**src/rtl/otp_decrypt_stream.sv**
```systemverilog
// Stream OTP decryptor: regenerates the 64-bit LFSR keystream per accepted word
// and emits ~cipher ^ key through a two-stage registered pipeline with backpressure.
module otp_decrypt_stream #(
   parameter logic [63:0] SEED  = 64'h0000_0000_0000_0001,
   parameter int          CNT_W = 32
) (
   input  logic             clk,
   input  logic             rst,
   input  logic             resync,
   input  logic             in_valid,
   output logic             in_ready,
   input  logic [63:0]      cipher,
   output logic             out_valid,
   input  logic             out_ready,
   output logic [63:0]      plain,
   output logic [CNT_W-1:0] word_cnt
);

   localparam logic [CNT_W-1:0] CNT_ONE = {{(CNT_W-1){1'b0}}, 1'b1};

   logic [63:0]      lfsr_q, lfsr_d;
   logic [63:0]      s1_data_q, s1_data_d;
   logic             s1_vld_q, s1_vld_d;
   logic [63:0]      s2_data_q, s2_data_d;
   logic             s2_vld_q, s2_vld_d;
   logic [CNT_W-1:0] cnt_q, cnt_d;

   logic s2_free, s1_free, accept, move, deliver;

   assign s2_free  = !s2_vld_q || out_ready;
   assign s1_free  = !s1_vld_q || s2_free;
   assign in_ready = s1_free && !resync;
   assign accept   = in_valid && in_ready;
   assign move     = s1_vld_q && s2_free;
   assign deliver  = s2_vld_q && out_ready;

   always_comb begin
      lfsr_d    = lfsr_q;
      s1_data_d = s1_data_q;
      s1_vld_d  = s1_vld_q;
      s2_data_d = s2_data_q;
      s2_vld_d  = s2_vld_q;
      cnt_d     = cnt_q;

      if (resync) begin
         // Realign the keystream and drop anything in flight, including a
         // word leaving s2 this cycle.
         lfsr_d   = SEED;
         s1_vld_d = 1'b0;
         s2_vld_d = 1'b0;
         cnt_d    = '0;
      end else begin
         if (accept)
            lfsr_d = {lfsr_q[62:0], lfsr_q[63] ^ lfsr_q[62] ^ lfsr_q[60] ^ lfsr_q[59]};

         // Stage 1: data only loads on accept so plain never picks up junk.
         if (s1_free) begin
            s1_vld_d = accept;
            if (accept)
               s1_data_d = ~cipher ^ lfsr_q;
         end

         // Stage 2
         if (move) begin
            s2_vld_d  = 1'b1;
            s2_data_d = s1_data_q;
         end else if (out_ready) begin
            s2_vld_d = 1'b0;
         end

         if (deliver)
            cnt_d = cnt_q + CNT_ONE;
      end
   end

   always_ff @(posedge clk or negedge rst) begin
      if (!rst) begin
         lfsr_q    <= SEED;
         s1_data_q <= '0;
         s1_vld_q  <= 1'b0;
         s2_data_q <= '0;
         s2_vld_q  <= 1'b0;
         cnt_q     <= '0;
      end else begin
         lfsr_q    <= lfsr_d;
         s1_data_q <= s1_data_d;
         s1_vld_q  <= s1_vld_d;
         s2_data_q <= s2_data_d;
         s2_vld_q  <= s2_vld_d;
         cnt_q     <= cnt_d;
      end
   end

   assign out_valid = s2_vld_q;
   assign plain     = s2_data_q;
   assign word_cnt  = cnt_q;

endmodule

```
**config.mk**
```make
export PLATFORM = sky130hd
export DESIGN_NAME = otp_decrypt_stream
export DESIGN_NICKNAME = d
export VERILOG_FILES = /design/src/rtl/otp_decrypt_stream.sv
export SDC_FILE = /design/constraint.sdc
export NUM_CORES = 1
export LEC_CHECK = 0
export ABC_AREA = 1
export BUFFER_PORTS_ARGS = -buffer_cell sky130_fd_sc_hd__buf_4
export CAP_MARGIN = 40
export CORE_MARGIN = 2
export CORE_UTILIZATION = 50
export CTS_CLUSTER_SIZE = 16
export DETAILED_ROUTE_END_ITERATION = 7
export PLACE_DENSITY_LB_ADDON = 0.3
export SLEW_MARGIN = 20
export SYNTH_ARGS = -nofsm -noshare
export SYNTH_HDL_FRONTEND = slang
export SYNTH_SLANG_ARGS = --single-unit
```
**constraint.sdc**
```tcl
create_clock -name clk -period 1.8 [get_ports clk]
set_clock_uncertainty 0.15 [all_clocks]
set_input_delay 0.09 -clock clk [delete_from_list [all_inputs] [get_ports clk]]
set_output_delay 0.09 -clock clk [all_outputs]
set_load 0.05 [all_outputs]
```
==> impl_metrics.json, run 1 <==
{
  "status": "completed",
  "period_needed_ns": 1.72,
  "yosysWarningCount": 0,
  "grt_max_degree": 130,
  "fin_cells": 1560,
  "cp_top_family": "flip-flops",
  "nets": 1356,
  "synth_nets": 1119,
  "synth_commonest_cells": "225 x dfrtp_1, 212 x nand2_1, 165 x inv_1",
  "peakVddDrop_uv": 626,
  "setup_viol": 0,
  "power_leakage_nw": 5.95,
  "cp_max_fo": 3,
  "yosys-top-cells-area": "dfrtp_1 58%, nand2_1 8.2%, inv_1 6.4%",
  "final-hold-violation-count": 0,
  "tns_ns": 0,
  "drtPass1Iterations": 4,
  "drv_slew": 0,
  "antenna_found_initial": 0,
  "final_area_sq_um": 12700,
  "synth_top_family_by_area": "simple AND/OR/NAND/NOR gates",
  "ant_nets": 0,
  "cp-end-kind": "primary output",
  "syn_avg_cell_area_sq_um": 9.21,
  "period_share_pct": 95.5,
  "cp.arrival_ns": 1.48,
  "root_buffer": "clkbuf_16",
  "crit_type": "reg -> out",
  "dp_cells": 1447,
  "vias": 7515,
  "drive_above_1_share_pct": 19.1,
  "grt_pass1_vias": 7323,
  "io_buffers": 166,
  "slowest_delay_ns": 0.41,
  "cp_num_buf_inv": 3,
  "dpl-instance-area_sq_um": 11200,
  "num_io_pins": 167,
  "yosysTopAreaCell": "dfrtp_1",
  "powerDensity_nw_per_um2": 1050,
  "grt_pass1_wl_mm": 34.6,
  "ys_types": 26,
  "routedWlPerCell_um": 13.8,
  "syn2layout_area_growth_pct": 31.8,
  "antenna_cells": 0,
  "muxShareOfSynthArea_pct": 0,
  "die_w_um": 143,
  "yosys.area_share.simple_pct": 13.5,
  "ctsHtreeMaxLevel": 1,
  "crit_path_frequent_cell": "nand2_1",
  "critPathSlowestCell": "dfrtp_1",
  "ys_ff_latch": 226,
  "drv_cap": 0,
  "synth-adder-area-share_pct": 0.130,
  "core-area_sq_um": 18800,
  "total_power_mw": 13.3,
  "avgViaCountPerCell": 4.82,
  "rsz0062_at_grt": "yes",
  "cts.path.max_buffers": 3,
  "path_clk_slew_ns": 0.05,
  "cts_tree": "yes",
  "fp.dieH_um": 143,
  "async_flop_share_pct": 100,
  "min_path_type": "in -> reg",
  "synth_compound_area_share_pct": 12.3,
  "drt_iter0_drc": 299,
  "worstMarginPinSlew_ns": 0.417,
  "crit_chain": "inv_2 > nor2_2 > nand2_1 > nand2_1 > inv_1 > buf_4",
  "ys_seq_area_share_pct": 58.6,
  "yosysMostFrequentCell": "dfrtp_1",
  "synth_xor_area_share_pct": 6.08,
  "initial_utilization_pct": 51.3,
  "gr-total-overflow": 0,
  "maxSlewHeadroom_pct": 72.2,
  "syn-cell-area_sq_um": 9660,
  "die-area_sq_um": 20400,
  "cts-buffers-inserted": 24,
  "wl_mm": 21.5,
  "nFillCells": 1495,
  "netlist_instances": 1049,
  "insertion_delay_ns": 0.50,
  "track_usage_pct": 20.7,
  "required_ns": 1.56,
  "synth-main-ff-cell": "dfrtp_1",
  "crit_path_start_kind": "flop",
  "num_rows": 50,
  "drc_errors": 0,
  "cts.sinks": 226,
  "netlist.area_leader.share_pct": 58.3,
  "dpl.hpwl_mm": 13.7,
  "place.gp.congestion": 0.853,
  "max_freq_mhz": 582,
  "synth_edf_count": 0
}
path summary, 6_finish.rpt:
check / start / endpoint / slack [ns] / depth (start not counted)
worst max register to register: out_valid / lfsr_q[34] / 0.10 / 9
worst min register to register: plain[26] / plain[26] / 0.33 / 2
min in group asynchronous: rst / plain[11] / 0.48 / 3
max in group asynchronous: rst / lfsr_q[32] / 0.37 / 4
worst min-delay path: in_valid / lfsr_q[5] / 0.12 / 6
worst max-delay path: out_valid / in_ready / 0.08 / 6
cell families after synthesis:
family / after synthesis
and+or+nand+nor: 320
DFF: 226
AOI/OAI and AO/OA: 222
buffers and inverters: 213
xor gates and xnor gates: 67
adders and majority gates: 1
cells in the final DEF, fill, tap and decap left out, types with 2 or more instances in the layout:
cell type	netlist	layout
inv_2	4	4
nand3_1	26	22
xnor2_1	66	66
o21ai_1	59	60
o21ai_0	81	80
clkinv_2	0	3
nor2_4	4	4
nor2_1	59	58
clkbuf_16	0	26
nor3_1	2	2
a21oi_1	19	19
nand4_1	5	5
dlygate4sd3_1	0	69
clkbuf_8	0	5
inv_1	165	165
clkbuf_1	4	7
nand2_1	212	211
dfrtp_2	0	2
o22ai_1	62	62
buf_12	0	9
buf_4	4	174
buf_8	0	2
dfrtp_1	225	223
nor2_2	8	9
nand3_2	0	3
nand2_2	3	3
metal layers:
metal	wire length [um]	global-route usage (%)	up-vias	share of wire [%]
met5	0	0	-	0
li1	-	-	3784	-
met4	455	5.58	0	2.1
met3	1010	3.09	40	4.7
met1	9660	28.0	3513	45
met2	10300	35.2	178	48
through the flow:
step | hold WS, ns | util [%] | setup WS [ns]
floorplan | -0.356 | - | 0.00973
CTS | 0.0585 | 67.2 | 0.0751
detailed placement | -0.111 | 59.6 | 0.0876
finish | 0.120 | 67.6 | 0.0811
global placement | -0.114 | 59.6 | 0.159
global route | 0.146 | 67.6 | -0.0104
worst register-to-register path, cell delays in order (launching register included):
cell and delay (ns):
dfrtp_1 0.42, inv_2 0.07, nor2_2 0.03, nand2_1 0.06, nand2_1 0.10, nor2_4 0.19, inv_2 0.10, nand2_4 0.13
buf_12 0.20, o22ai_1 0.12
flip-flops by register name, indices dropped and copies added (netlist names):
name and cells:
lfsr_q 64, plain 64, s1_data_q 64, word_cnt 32
out_valid 1, s1_vld_q 1
area by class of cell:
type	instances	area (sq um)	area share (%)
sequential	226	5660	44.5
timing repair buffer	255	2230	17.5
multi-input combinational	610	3140	24.7
clock buffer	37	721	5.66
inverter	169	634	4.98
clock inverter	3	15.0	0.118
tap	260	325	2.56
power by group:
| group | switching [mW] | internal, mW |
|---|---|---|
| Sequential | 0.242 | 5.61 |
| Combinational | 1.95 | 0.951 |
| Clock | 1.86 | 2.73 |
what timing repair did:
item	4_1_cts	5_1_grt
setup endpoints to repair	0	64
hold endpoints to repair	303	0
resized for setup	0	12
setup buffers	0	3
hold buffers	69	0
Power figures use the tool's default switching activity.
==> run 2, diff against run 1 <==
--- a/config.mk
+++ b/config.mk
@@ -10,6 +10,7 @@
 export CAP_MARGIN = 40
 export CORE_MARGIN = 2
 export CORE_UTILIZATION = 50
+export CTS_BUF_LIST = sky130_fd_sc_hd__clkbuf_16
 export CTS_CLUSTER_SIZE = 16
 export DETAILED_ROUTE_END_ITERATION = 7
 export PLACE_DENSITY_LB_ADDON = 0.3
==> impl_metrics.json, run 2 (same netlist as run 1, synthesis figures left out) <==
{
  "status": "completed",
  "final_area_sq_um": 12700,
  "regArea_sq_um": 5660,
  "track_usage_pct": 20.7,
  "insertion_delay_ns": 0.51,
  "routedWlPerCell_um": 13.7,
  "io_buffers": 166,
  "crit_path_start_kind": "flop",
  "cts_tree": "yes",
  "die-area_sq_um": 20400,
  "dpl-instance-area_sq_um": 11200,
  "rsz0062_at_grt": "yes",
  "root_buffer": "clkbuf_16",
  "antenna_found_initial": 0,
  "nFillCells": 1495,
  "drive_above_1_share_pct": 18.7,
  "drc_errors": 0,
  "drt_iter0_drc": 284,
  "period_share_pct": 95.6,
  "multi_input_area_sq_um": 3140,
  "required_ns": 1.56,
  "grt_pass1_vias": 7295,
  "place.gp.congestion": 0.853,
  "vias": 7502,
  "die_w_um": 143,
  "grt_pass1_wl_mm": 34.5,
  "ctsHtreeMaxLevel": 1,
  "path_clk_slew_ns": 0.05,
  "drv_slew": 0,
  "ff2ff_path_depth": 9,
  "drtPass1Iterations": 4,
  "routed.top_layer": "met4",
  "layout_common_cells": "223 x dfrtp_1, 211 x nand2_1, 174 x buf_4",
  "dr_wl_met2_mm": 10.3,
  "cp-end-kind": "primary output",
  "wl_mm": 21.4,
  "timing.final.ws_setup_ns": 0.0796,
  "fp.dieH_um": 143,
  "num_rows": 50,
  "maxSlewHeadroom_pct": 72.4,
  "met1_length_mm": 9.57,
  "final-hold-violation-count": 0,
  "powerDensity_nw_per_um2": 1030,
  "setup_viol": 0,
  "worstMarginPinSlew_ns": 0.415,
  "core-area_sq_um": 18800,
  "r2r_setup_slack_ns": 0.09,
  "cts.path.max_buffers": 3,
  "antenna_cells": 0,
  "whs_ns": 0.120,
  "period_needed_ns": 1.72,
  "cp_max_fo": 3,
  "hold_depth": 6,
  "cts.sinks": 226,
  "avgViaCountPerCell": 4.81,
  "final_util_pct": 67.3,
  "peakVddDrop_uv": 614,
  "routed-wl-met3_mm": 1.05,
  "max_freq_mhz": 581,
  "drv_cap": 0,
  "ant_nets": 0,
  "cts-buffers-inserted": 24,
  "min_path_type": "in -> reg",
  "final_common_cell": "dfrtp_1",
  "grt_max_degree": 130,
  "nets": 1356,
  "dpl.hpwl_mm": 13.7,
  "gr-total-overflow": 0,
  "num_io_pins": 167,
  "total_power_mw": 13.1,
  "dp_slack_ns": 0.0876,
  "cp.arrival_ns": 1.48,
  "crit_type": "reg -> out",
  "power_leakage_nw": 5.95,
  "initial_utilization_pct": 51.3,
  "syn2layout_area_growth_pct": 31.2
}
## run 2: cell types whose count changed in the layout (fill, tap and decap cells not counted)
cell,change
clkinv_1,+5
clkbuf_1,-7
inv_1,+7
clkbuf_8,-5
## run 2: layout make-up
cell class	instances	share of cell area, %
Inverter	169	5.00
Clock inverter	15	0.474
Clock buffer	25	4.93
Multi-Input combinational cell	610	24.8
Tap cell	260	2.57
Sequential cell	226	44.6
Timing Repair Buffer	255	17.6
## run 2: path summary, 6_finish.rpt
check,start,end
hold / removal,in_valid,lfsr_q[5]
max in group asynchronous,rst,lfsr_q[25]
hold reg to reg,plain[26],plain[26]
setup reg to reg,out_valid,lfsr_q[34]
setup / recovery,out_valid,in_ready
min in group asynchronous,rst,plain[11]
## run 2: repair_timing
| item | CTS | global route |
|---|---|---|
| resized for setup | 0 | 12 |
| hold endpoints to repair | 303 | 0 |
| buffers inserted | 0 | 3 |
| setup endpoints to repair | 0 | 66 |
| hold buffers | 69 | 0 |
## run 2: metrics by stage
stage / TNS, ns / std cells
floorplan: 0 / 1049
finish: 0 / 1560
CTS: 0 / 1556
detailed placement: 0 / 1447
global placement: 0 / 1447
global route: -0.0554 / 1560
## run 2: routing by layer
layer  vias to the layer above  track usage, %
met3                        36            3.09
met5                         -               0
li1                       3778               -
met1                      3504            28.1
met2                       184            35.1
met4                         0            5.47
## run 2: power by group
group / internal [mW] / switching (mW) / total [mW]
sequential: 5.61 / 0.243 / 5.86
combinational: 0.951 / 1.95 / 2.90
clock: 2.47 / 1.84 / 4.31
## run 2: critical path: stages, from the launching register on
cell and delay, ns:
dfrtp_1 0.41, inv_2 0.05, nor2_2 0.09, nand2_1 0.07
nand2_1 0.12, inv_1 0.06, buf_4 0.19
